==> config.mk <==
export PLATFORM = sky130hd
export DESIGN_NAME = mlp_chain_seq_flat
export DESIGN_NICKNAME = d
export VERILOG_FILES = /design/src/rtl/mlp_chain_pkg.sv /design/src/rtl/mlp_chain_if.sv /design/src/rtl/mlp_chain_link.sv /design/src/rtl/mlp_chain_seq.sv /design/src/flat_wrapper.sv
export SDC_FILE = /design/constraint.sdc
export NUM_CORES = 1
export LEC_CHECK = 0
export CORE_UTILIZATION = 65
export CTS_BUF_LIST = sky130_fd_sc_hd__clkbuf_4
export CTS_CLUSTER_DIAMETER = 150
export DETAILED_ROUTE_END_ITERATION = 8
export DONT_BUFFER_PORTS = 1
export GPL_ROUTABILITY_DRIVEN = 0
export GPL_TIMING_DRIVEN = 0
export PLACE_DENSITY_LB_ADDON = 0.1
export SLEW_MARGIN = 40
export SYNTH_ARGS = -nofsm -noshare
export SYNTH_HDL_FRONTEND = slang
export SYNTH_HIERARCHICAL = 1
export SYNTH_SLANG_ARGS = --single-unit
==> constraint.sdc <==
create_clock -name clk -period 4.3 [get_ports clk]
set_clock_uncertainty 0.15 [all_clocks]
set_input_delay 0.43 -clock clk [delete_from_list [all_inputs] [get_ports clk]]
set_output_delay 0.43 -clock clk [all_outputs]
set_load 0.005 [all_outputs]
==> src/rtl/mlp_chain_pkg.sv <==
// Shared types and helpers for the inter-layer CIM sequencer (mlp_chain_seq).
package mlp_chain_pkg;

    typedef enum logic [1:0] {
        FILL      = 2'd0,
        START     = 2'd1,
        WAIT_BUSY = 2'd2,
        RUN       = 2'd3
    } link_state_t;

    localparam int DEF_NUM_LAYERS = 5;
    localparam int DEF_LAYER_SIZE [DEF_NUM_LAYERS+1] = '{784, 784, 1000, 500, 250, 10};

    function automatic int addr_w(input int max_size);
        return (max_size > 1) ? $clog2(max_size) : 1;
    endfunction

endpackage

==> src/rtl/mlp_chain_if.sv <==
// Host-side streams of the sequencer: sample input stream and result output stream.
interface mlp_chain_if #(parameter int DW = 2);
    logic          s_valid;
    logic          s_ready;
    logic [DW-1:0] s_data;
    logic          m_valid;
    logic          m_ready;
    logic [DW-1:0] m_data;
    logic          m_last;

    modport master (output s_valid, s_data, m_ready,
                    input  s_ready, m_valid, m_data, m_last);
    modport slave  (input  s_valid, s_data, m_ready,
                    output s_ready, m_valid, m_data, m_last);
endinterface

==> src/rtl/mlp_chain_link.sv <==
// One link: fills a layer's input buffer, pulses start, tracks busy.
// Optional per-link perf counters under MLP_CHAIN_PERF_EN.
module mlp_chain_link
    import mlp_chain_pkg::*;
#(
    parameter int DW   = 2,
    parameter int AW   = 10,
    parameter int SIZE = 4
) (
    input  logic          clk,
    input  logic          rst,
    input  logic          src_valid,
    input  logic [DW-1:0] src_data,
    output logic          hold,
    output logic          ibuf_we,
    output logic [AW-1:0] ibuf_addr,
    output logic [DW-1:0] ibuf_wr_data,
    output logic          start,
    input  logic          busy,
    output logic          busy_err
`ifdef MLP_CHAIN_PERF_EN
    ,
    output logic [31:0]   perf_run,
    output logic [31:0]   perf_frames
`endif
);
    localparam logic [AW-1:0] LAST = AW'(SIZE - 1);

    link_state_t   state_q, state_d;
    logic [AW-1:0] cnt_q, cnt_d, addr_q, addr_d;
    logic [DW-1:0] data_q, data_d;
    logic          we_q, we_d, start_q, start_d, busy_prev_q, busy_prev_d;
    logic          accept;

    assign accept = src_valid && (state_q == FILL);

    always_comb begin
        state_d     = state_q;
        cnt_d       = cnt_q;
        addr_d      = addr_q;
        data_d      = data_q;
        we_d        = accept;
        // START is decoded into a registered pulse so it trails the last write by a cycle
        start_d     = (state_q == START);
        busy_prev_d = busy;
        if (accept) begin
            addr_d = cnt_q;
            data_d = src_data;
        end
        unique case (state_q)
            FILL: if (accept) begin
                if (cnt_q == LAST) begin
                    cnt_d   = '0;
                    state_d = START;
                end else begin
                    cnt_d = cnt_q + 1'b1;
                end
            end
            START:     state_d = WAIT_BUSY;
            WAIT_BUSY: if (busy)  state_d = RUN;
            RUN:       if (!busy) state_d = FILL;
            default:   state_d = FILL;
        endcase
    end

    always_ff @(posedge clk or negedge rst) begin
        if (!rst) begin
            state_q     <= FILL;
            cnt_q       <= '0;
            addr_q      <= '0;
            data_q      <= '0;
            we_q        <= 1'b0;
            start_q     <= 1'b0;
            busy_prev_q <= 1'b0;
        end else begin
            state_q     <= state_d;
            cnt_q       <= cnt_d;
            addr_q      <= addr_d;
            data_q      <= data_d;
            we_q        <= we_d;
            start_q     <= start_d;
            busy_prev_q <= busy_prev_d;
        end
    end

    assign hold         = (state_q != FILL);
    assign ibuf_we      = we_q;
    assign ibuf_addr    = addr_q;
    assign ibuf_wr_data = data_q;
    assign start        = start_q;
    assign busy_err     = busy && !busy_prev_q && (state_q != WAIT_BUSY);

`ifdef MLP_CHAIN_PERF_EN
    logic [31:0] run_q, run_d, frames_q, frames_d;

    always_comb begin
        run_d    = run_q;
        frames_d = frames_q;
        if ((state_q == RUN) && (run_q != '1)) run_d = run_q + 32'd1;
        if (start_q) frames_d = frames_q + 32'd1;
    end

    always_ff @(posedge clk or negedge rst) begin
        if (!rst) begin
            run_q    <= '0;
            frames_q <= '0;
        end else begin
            run_q    <= run_d;
            frames_q <= frames_d;
        end
    end

    assign perf_run    = run_q;
    assign perf_frames = frames_q;
`endif

endmodule

==> src/rtl/mlp_chain_seq.sv <==
// N-layer CIM chain sequencer: source muxing per link, result stream counter, sticky error.
// Define MLP_CHAIN_PERF_EN to add per-link RUN-cycle/frame counters and the perf read port.
module mlp_chain_seq
    import mlp_chain_pkg::*;
#(
    parameter  int NUM_LAYERS                 = DEF_NUM_LAYERS,
    parameter  int DATATYPE_SIZE              = 2,
    parameter  int MAX_SIZE                   = 1024,
    parameter  int LAYER_SIZE [NUM_LAYERS+1]  = DEF_LAYER_SIZE,
    localparam int ADDR_W                     = addr_w(MAX_SIZE),
    localparam int SEL_W                      = addr_w(NUM_LAYERS)
) (
    input  logic                                    clk,
    input  logic                                    rst,
    mlp_chain_if.slave                              bus,
    output logic [NUM_LAYERS-1:0]                   o_ibuf_we,
    output logic [NUM_LAYERS-1:0][ADDR_W-1:0]       o_ibuf_addr,
    output logic [NUM_LAYERS-1:0][DATATYPE_SIZE-1:0] o_ibuf_wr_data,
    output logic [NUM_LAYERS-1:0]                   o_start,
    input  logic [NUM_LAYERS-1:0]                   i_busy,
    input  logic [NUM_LAYERS-1:0]                   i_out_valid,
    input  logic [NUM_LAYERS-1:0][DATATYPE_SIZE-1:0] i_out_data,
    output logic [NUM_LAYERS-1:0]                   o_hold,
    output logic                                    o_err
`ifdef MLP_CHAIN_PERF_EN
    ,
    input  logic [SEL_W-1:0]                        i_perf_sel,
    output logic [31:0]                             o_perf_run,
    output logic [31:0]                             o_perf_frames
`endif
);
    localparam logic [ADDR_W-1:0] OUT_LAST = ADDR_W'(LAYER_SIZE[NUM_LAYERS] - 1);

    logic [NUM_LAYERS-1:0]                    src_valid, link_hold, busy_err;
    logic [NUM_LAYERS-1:0][DATATYPE_SIZE-1:0] src_data;
`ifdef MLP_CHAIN_PERF_EN
    logic [NUM_LAYERS-1:0][31:0]              perf_run, perf_frames;
`endif

    assign src_valid[0] = bus.s_valid;
    assign src_data[0]  = bus.s_data;
    assign bus.s_ready  = !link_hold[0];

    for (genvar k = 0; k < NUM_LAYERS; k++) begin : g_link
        if (k > 0) begin : g_src
            assign src_valid[k] = i_out_valid[k-1];
            assign src_data[k]  = i_out_data[k-1];
        end
        // A layer is held while the link it feeds is not filling
        if (k < NUM_LAYERS - 1) begin : g_hold
            assign o_hold[k] = link_hold[k+1];
        end else begin : g_hold_out
            assign o_hold[k] = !bus.m_ready;
        end

        mlp_chain_link #(
            .DW   (DATATYPE_SIZE),
            .AW   (ADDR_W),
            .SIZE (LAYER_SIZE[k])
        ) u_link (
            .clk          (clk),
            .rst          (rst),
            .src_valid    (src_valid[k]),
            .src_data     (src_data[k]),
            .hold         (link_hold[k]),
            .ibuf_we      (o_ibuf_we[k]),
            .ibuf_addr    (o_ibuf_addr[k]),
            .ibuf_wr_data (o_ibuf_wr_data[k]),
            .start        (o_start[k]),
            .busy         (i_busy[k]),
            .busy_err     (busy_err[k])
`ifdef MLP_CHAIN_PERF_EN
            ,
            .perf_run     (perf_run[k]),
            .perf_frames  (perf_frames[k])
`endif
        );
    end

    logic [ADDR_W-1:0] ocnt_q, ocnt_d;
    logic              err_q, err_d;

    assign bus.m_valid = i_out_valid[NUM_LAYERS-1];
    assign bus.m_data  = i_out_data[NUM_LAYERS-1];
    assign bus.m_last  = bus.m_valid && (ocnt_q == OUT_LAST);
    assign o_err       = err_q;

    always_comb begin
        ocnt_d = ocnt_q;
        if (bus.m_valid && bus.m_ready) ocnt_d = (ocnt_q == OUT_LAST) ? '0 : ocnt_q + 1'b1;
        err_d = err_q | (|(i_out_valid & o_hold)) | (|busy_err);
    end

    always_ff @(posedge clk or negedge rst) begin
        if (!rst) begin
            ocnt_q <= '0;
            err_q  <= 1'b0;
        end else begin
            ocnt_q <= ocnt_d;
            err_q  <= err_d;
        end
    end

`ifdef MLP_CHAIN_PERF_EN
    logic [31:0] prun_q, prun_d, pfrm_q, pfrm_d;

    always_comb begin
        prun_d = '0;
        pfrm_d = '0;
        if (int'(i_perf_sel) < NUM_LAYERS) begin
            prun_d = perf_run[i_perf_sel];
            pfrm_d = perf_frames[i_perf_sel];
        end
    end

    always_ff @(posedge clk or negedge rst) begin
        if (!rst) begin
            prun_q <= '0;
            pfrm_q <= '0;
        end else begin
            prun_q <= prun_d;
            pfrm_q <= pfrm_d;
        end
    end

    assign o_perf_run    = prun_q;
    assign o_perf_frames = pfrm_q;
`endif

endmodule

==> src/flat_wrapper.sv <==
// flat-port wrapper written by rule: the top's interface ports become plain ports
module mlp_chain_seq_flat import mlp_chain_pkg::*;
#(
    parameter  int NUM_LAYERS                 = DEF_NUM_LAYERS,
    parameter  int DATATYPE_SIZE              = 2,
    parameter  int MAX_SIZE                   = 1024,
    parameter  int LAYER_SIZE [NUM_LAYERS+1]  = DEF_LAYER_SIZE,
    localparam int ADDR_W                     = addr_w(MAX_SIZE),
    localparam int SEL_W                      = addr_w(NUM_LAYERS)
)
  (clk, rst, o_ibuf_we, o_ibuf_addr, o_ibuf_wr_data, o_start, i_busy, i_out_valid, i_out_data, o_hold, o_err, bus_s_valid, bus_s_data, bus_m_ready, bus_s_ready, bus_m_valid, bus_m_data, bus_m_last);
  mlp_chain_if #(.DW((2))) bus_i ();
  input  logic clk;
  input  logic rst;
  output logic [NUM_LAYERS-1:0] o_ibuf_we;
  output logic [NUM_LAYERS-1:0][ADDR_W-1:0] o_ibuf_addr;
  output logic [NUM_LAYERS-1:0][DATATYPE_SIZE-1:0] o_ibuf_wr_data;
  output logic [NUM_LAYERS-1:0] o_start;
  input  logic [NUM_LAYERS-1:0] i_busy;
  input  logic [NUM_LAYERS-1:0] i_out_valid;
  input  logic [NUM_LAYERS-1:0][DATATYPE_SIZE-1:0] i_out_data;
  output logic [NUM_LAYERS-1:0] o_hold;
  output logic o_err;
  input wire logic [$bits(bus_i.s_valid)-1:0] bus_s_valid;
  input wire logic [$bits(bus_i.s_data)-1:0] bus_s_data;
  input wire logic [$bits(bus_i.m_ready)-1:0] bus_m_ready;
  output wire logic [$bits(bus_i.s_ready)-1:0] bus_s_ready;
  output wire logic [$bits(bus_i.m_valid)-1:0] bus_m_valid;
  output wire logic [$bits(bus_i.m_data)-1:0] bus_m_data;
  output wire logic [$bits(bus_i.m_last)-1:0] bus_m_last;
  assign bus_i.s_valid = bus_s_valid;
  assign bus_i.s_data = bus_s_data;
  assign bus_i.m_ready = bus_m_ready;
  assign bus_s_ready = bus_i.s_ready;
  assign bus_m_valid = bus_i.m_valid;
  assign bus_m_data = bus_i.m_data;
  assign bus_m_last = bus_i.m_last;
  mlp_chain_seq #(.NUM_LAYERS(NUM_LAYERS), .DATATYPE_SIZE(DATATYPE_SIZE), .MAX_SIZE(MAX_SIZE), .LAYER_SIZE(LAYER_SIZE)) u_core (.clk(clk), .rst(rst), .bus(bus_i), .o_ibuf_we(o_ibuf_we), .o_ibuf_addr(o_ibuf_addr), .o_ibuf_wr_data(o_ibuf_wr_data), .o_start(o_start), .i_busy(i_busy), .i_out_valid(i_out_valid), .i_out_data(i_out_data), .o_hold(o_hold), .o_err(o_err));
endmodule
==> results.yml <==
status:
  status: "finished, final reports clean"
logic_synthesis:
  netlist_area_um2: 6700
  ys_seq_area_frac: 0.545
  yosysTopAreaCellShare: 0.545
  syn_nets: 708
  yosys.area.top_type: "dfrtp_1"
  netlist_instances: 654
  synth.avg_cell_area_um2: 10.2
  async_flop_share: 1.00
  synthFlopType: "dfrtp_1"
  synth_edf_count: 0
  netlist-cell-type-count: 58
  yosysWarnings: 6
  ys_top_cells_by_area: "dfrtp_1 55%, nand2_1 10%, ha_1 5.2%"
  synth-seq-cells: 146
routing:
  post_drt_wl_per_cell_um: 15.4
  ant_nets: 0
  first_pass_iters: 4
  drt_iter0_drc: 244
  drcViolationCount: 0
  route.vias.total: 4762
  routed_wl_mm: 13.0
  via_per_inst: 5.64
setup_path:
  worstPathMaxFanout: 5
  arrival_ns: 1.95
  crit_path_max_incr_delay_ns: 0.44
  start_kind: "flop"
  critical_path_required_ns: 3.72
  crit_type: "reg2out"
  reg2reg_from: "u_core/g_link[1].u_link/state_q[0]"
  critPathSlowestCell: "dfrtp_1"
  crit_chain: "inv_1 -> ha_1 -> nor4b_1 -> and4_1 -> and2_1"
  crit_family: "simple AND/OR/NAND/NOR gates"
  startpoint: "u_core/ocnt_q[1]"
  end_kind: "output port"
  worst-path-buf-inv: 1
power_and_ir_drop:
  pwr_density_cell_nw_per_um2: 444
  switching_share: 0.303
  combinationalPowerShare: 0.147
  leakage_nw: 3.70
  internal_power_mw: 2.31
  switchingPower_mw: 1.00
  clkPwrFrac: 0.276
  seqPwrFrac: 0.577
  ir_worst_vdd_mv: 0.264
timing:
  fin_crit_ns: 2.53
  grt_setup_unrepaired: "no"
  min_period_over_period: 0.588
  setup_viol: 0
  fin_tns_setup_ns: 0
  worst-slew-pin-transition_ns: 0.699
  finalHoldViolCount: 0
  fmax_mhz: 396
  whs_ns: 0.0700
  slew_headroom: 0.534
  drv_slew: 0
floorplan:
  die_y_um: 104
  die_area_um2: 10700
  die_x_um: 104
  fp-row-count: 36
  start_util: 0.679
  core_um2: 9860
  io_pins: 107
run:
  drv_cap: 0
cts:
  clockRootBuffer: "clkbuf_4"
  clk_latency_ns: 0.52
  cts_tree: "done"
  numCtsBuffers: 17
  clockBufferDepth: 2
  clkTransAtPathRegs_ns: 0.11
  htree_levels: 4
  cts_sinks: 146
grt:
  grt_pass1_vias: 4746
  antenna_found_initial: 0
  grt_overflow_total: 0
  grt_start_max_net_pins: 147
  grt_pass1_wl_mm: 22.4
  track_usage: 0.262
final_layout:
  fin_util: 0.756
  diodes: 0
  ff_latch_area_um2: 3650
  n_fill_cell: 688
  drive_above_1_share: 0.111
  finalNetCount: 754
  multi_input_area_um2: 2830
  area_growth_pct: 11.4
min_path:
  holdCritPathClass: "in2reg"
  min_from: "i_out_valid[2]"
placed_design:
  dp_hpwl_mm: 8.83
  io_buffers: 0
==> synthesized netlist by cell type, drive strengths merged (5+ instances only) <==
library cell,n
nor3b,5
mux2i,5
and3,9
a31oi,6
and2,5
nand3,19
ha,28
inv,27
and4,8
nor3,15
clkbuf,7
nor4,5
buf,13
xor2,13
mux2,20
a21oi,12
nand4,15
nand2,188
xnor2,16
o21ai,17
dfrtp,146
nor2,29
or2,5
a211oi,5
==> per-stage QoR <==
step / worst slack (ns) / std cells / instance area, µm² / power (mW)
floorplan: 2.45 / 654 / 6700 / 2.23
global placement: 2.30 / 787 / 6870 / 2.33
detailed placement: 2.26 / 787 / 6870 / 2.38
CTS: 1.72 / 845 / 7460 / 3.35
global route: 1.61 / 845 / 7460 / 3.52
finish: 1.77 / 845 / 7460 / 3.32
==> routing by layer <==
metal / global-route usage / up-vias / part of all wire
met1: 0.334 / 2309 / 0.43
li1: - / 2304 / -
met5: 0 / - / 0
met4: 0.105 / 0 / 0.014
met2: 0.433 / 129 / 0.50
met3: 0.0629 / 20 / 0.056
==> flip-flops by register name (all words and copies together), names as in the netlist <==
name,flops
u_core/o_err,1
u_core/g_link.u_link/state_q,10
u_core/g_link.u_link/cnt_q,50
u_core/g_link.u_link/ibuf_we,5
u_core/g_link.u_link/start,5
u_core/ocnt_q,10
u_core/g_link.u_link/ibuf_addr,50
u_core/g_link.u_link/busy_prev_q,5
u_core/g_link.u_link/ibuf_wr_data,10
==> kinds of logic after synthesis <==
family / after synthesis / synth area share
AND/OR/NAND/NOR: 317 / 0.229
flip-flops: 146 / 0.545
AO/OA/AOI/OAI: 62 / 0.0626
buffers and inverters: 47 / 0.0317
XOR/XNOR: 29 / 0.0379
adder cells (fa/ha/maj): 28 / 0.0523
multiplexers: 25 / 0.0416
==> final timing paths <==
path                                                            to  slack [ns]  cells after the start
min in group asynchronous       u_core/g_link[1].u_link/state_q[0]        0.44                      2
worst min register to register                    u_core/ocnt_q[9]        0.34                      1
worst max register to register                        u_core/o_err        1.81                      7
worst min-delay path              u_core/g_link[3].u_link/cnt_q[8]        0.07                      2
worst max-delay path                                    bus_m_last        1.77                      5
max in group asynchronous            u_core/g_link[3].u_link/start        3.01                      2
==> cells in the final DEF (no fill, tap or decap), types with 5 or more instances in the layout <==
cell type,count
buf_4,7
inv_1,27
nor3_1,13
nor2_1,27
mux2i_1,5
xor2_1,13
and4_1,6
a211oi_1,5
dlygate4sd3_1,26
and3_1,7
nor3b_1,5
a21oi_1,12
o21ai_0,14
xnor2_1,16
clkbuf_4,19
clkbuf_1,7
dfrtp_1,146
nand3_1,19
nand4_1,14
mux2_2,15
ha_1,28
a31oi_1,6
nand2_1,186
==> area by class of cell <==
cell class / instances / share of cell area
tap: 133 / 0.0223
sequential: 146 / 0.490
clock buffer: 19 / 0.0191
multi-input combinational: 461 / 0.380
buffer: 20 / 0.0149
inverter: 27 / 0.0136
clock inverter: 12 / 0.0221
timing repair buffer: 27 / 0.0386
==> power by group through the flow <==
| stage | sequential (mW) | combinational, mW | clock (mW) |
|---|---|---|---|
| floorplan | 1.87 | 0.364 | 0 |
| global placement | 1.92 | 0.410 | 0 |
| global route | 1.96 | 0.563 | 0.999 |
| detailed placement | 1.94 | 0.436 | 0 |
| CTS | 1.91 | 0.491 | 0.941 |
| finish | 1.91 | 0.487 | 0.917 |
==> what timing repair did <==
item                                   in CTS  in global routing
gates resized for setup                     0                  0
setup buffers                               0                  0
hold buffers                               27                  0
endpoints found under the hold margin     174                  0
(Power assumes the default switching activity.)
==> variant: new RTL, same settings <==
`MAX_SIZE` is set to 1024 in 2 places; all go to 4096.
--- a/src/rtl/mlp_chain_seq.sv
+++ b/src/rtl/mlp_chain_seq.sv
@@ -7,3 +7,3 @@
     parameter  int DATATYPE_SIZE              = 2,
-    parameter  int MAX_SIZE                   = 1024,
+    parameter  int MAX_SIZE                   = 4096,
     parameter  int LAYER_SIZE [NUM_LAYERS+1]  = DEF_LAYER_SIZE,
--- a/src/flat_wrapper.sv
+++ b/src/flat_wrapper.sv
@@ -5,3 +5,3 @@
     parameter  int DATATYPE_SIZE              = 2,
-    parameter  int MAX_SIZE                   = 1024,
+    parameter  int MAX_SIZE                   = 4096,
     parameter  int LAYER_SIZE [NUM_LAYERS+1]  = DEF_LAYER_SIZE,
Ports: changed (resized o_ibuf_addr); port bits go from 107 to 117. No check against the original RTL was run, so the function may have changed too.
==> variant against the unedited design <==
  * Critical path type is now reg2reg
  * Cell count up 3.2%
  * Largest cell class unchanged
  * Synthesized area increased by 14%
  * The flow now finishes with violations (hold timing)
  * Final area rose by 9.8%
  * Critical endpoint is now u_core/o_err
  * Routed wire length is 7.7% higher
  * Setup slack lost 0.0084 ns
  * Highest routed layer unchanged
  * Sequential cell count up 22
Power is not compared: it rests on default switching activity, and its combinational part moved more than twofold at a synthesized area within 25%.
==> variant: results (changes against the unedited design) <==
The run finished, with violations left. The final reports fail on hold timing. The maximum number of pins on one net before global-route repair is 169 (+15%). The tools report the via count of the first global-routing pass as 4923 (+3.7%).

Depth of the CTS H-tree: 4 (unchanged). The largest fanout on the critical path works out to 4 (-1). Of the total power, the share spent switching nets is 33.78%. Placed wire-length estimate after detailed placement: 9.588 mm (+8.6%). The count of cell types in the netlist was 54 (-6.9%); the hold violation total from the final report was 168 (+168). The latest clock arrival within the worst-skew pair came out at 0.55 ns (+0.03 ns).

The transition time of the tightest slew-check pin works out to 0.4997 ns (-0.1996 ns). The tools report the wire length of the first global-routing pass as 22.52 mm (+0.55%). For the worst supply voltage drop on vdd, the log shows 0.3036 mV. The run gives 770 (+2.1%) as the number of nets in the finished design. The number of buffers added on ports is 0 (unchanged). The violation count after the first detailed-route iteration was 265 (+8.6%); the post-synthesis sequential area ratio was 55.20% (+0.67 points).

The cell leakage power was 4.102 nW. The clock-pin slew on the worst setup and hold paths came out at 0.12 ns. The fraction of layout cells with a size suffix above 1 came out at 15.09% (+4.0 points).

The run gives 5053 (+6.1%) as the total number of vias. Root cell of the clock tree: clkbuf_4. The net count after synthesis came out at 733 (+3.5%). The logs give 0.004204 mm2 (+15%) for the footprint of the flip-flops and latches and 0 (unchanged) for the post-CTS setup buffer count.

The synthesis warning total came out at 6 (unchanged). The tightest min-delay check is of the in2async type. The logs give 2.222 ns (-0.04097 ns) for the worst-case setup slack after placement and 862 (+25%) for the fill cell total of the finished layout. The first-pass iteration count of the detailed router was 4 (unchanged).

The arrival time of the worst setup path was 2.83 ns (+0.88 ns); the post-cts hold buffer count was 18 (-33%). Total global-route track usage: 24.14% (-2.1 points). The final antenna diode count was 0 (unchanged). Sorting the synthesized cells by area gives the leading types as dfrtp_1 (55%), nand2_1 (6.3%), mux2_2 (6.1%), ha_1 (4.6%), xor2_1 (3.1%).

For the final-layout setup total negative slack, the log shows 0 ns (unchanged). The average wire per cell in the routed design works out to 16.04 um (+4.4%). Sorting the synthesized cells by how often they occur yields dfrtp_1 (168), nand2_1 (128), mux2_2 (41).

The run gives -0.5839 ns (-0.6539 ns) as the worst hold slack. The number of buffers added by the clock tree synthesis step was 17 (unchanged); the post-synthesis async set-or-reset flop share was 100.0% (unchanged). The tools report the number of antenna violations at the first check in global routing as 0 (unchanged).
==> variant: worst paths after layout <==
kind | start | end | slack [ns] | cells after the start
max in group asynchronous | rst | u_core/g_link[0].u_link/cnt_q[3] | 4.42 | 0
hold reg to reg | u_core/ocnt_q[11] | u_core/ocnt_q[11] | 0.33 | 1
hold / removal | rst | u_core/g_link[3].u_link/ibuf_addr[8] | -0.58 | 0
min in group clk | i_out_valid[0] | u_core/g_link[1].u_link/state_q[0] | 0.04 | 3
setup / recovery | u_core/g_link[1].u_link/state_q[0] | u_core/o_err | 1.76 | 7
setup reg to reg | u_core/g_link[1].u_link/state_q[0] | u_core/o_err | 1.76 | 7
==> variant: power groups by stage <==
stage,clock network [mW],logic [mW],registers (mW)
6_report,0.754,1.08,2.26
5_1_grt,0.838,1.23,2.31
3_3_place_gp,0,0.999,2.27
3_5_place_dp,0,1.07,2.29
2_1_floorplan,0,0.874,2.19
4_1_cts,0.783,1.09,2.26
==> variant: kinds of logic after synthesis <==
| logic type | Yosys count | share of synthesized area (%) |
|---|---|---|
| adder cells (fa/ha/maj) | 28 | 4.600 |
| multiplexers | 46 | 6.801 |
| AND/OR/NAND/NOR | 282 | 19.42 |
| AO/OA/AOI/OAI | 49 | 4.879 |
| buffers and inverters | 58 | 3.581 |
| flip-flops | 168 | 55.20 |
| XOR/XNOR | 48 | 5.520 |
==> variant: area by class of cell <==
class / instances / share of cell area [%]
clock buffer: 26 / 2.381
timing repair buffer: 18 / 2.198
buffer: 25 / 1.817
clock inverter: 6 / 0.3206
inverter: 33 / 1.511
sequential: 168 / 51.29
multi-input combinational: 453 / 38.30
tap: 143 / 2.183
==> variant: critical path, stage by stage, from the launching register on <==
cell and delay, ns:
dfrtp_1 0.44, inv_1 0.10, ha_1 0.19, nor3b_1 0.06, or4_1 0.59, a2111oi_2 0.23, nand4_1 0.11, dlygate4sd3_1 0.57
==> variant: layer usage <==
metal,vias to the layer above,wire (um),GRT usage [%]
met3,15,703,6.349
li1,2392,-,-
met1,2536,6231,31.19
met2,110,6868,39.35
met4,0,179,8.647
met5,-,0,0
==> variant: per-stage QoR <==
step | cells | hold slack, ns | cell area [um2]
finish | 872 | -0.5839 | 8197
global placement | 822 | -0.01219 | 7795
detailed placement | 822 | -0.01267 | 7795
CTS | 872 | -0.6286 | 8197
global route | 872 | -0.6353 | 8197
floorplan | 679 | -0.01559 | 7616
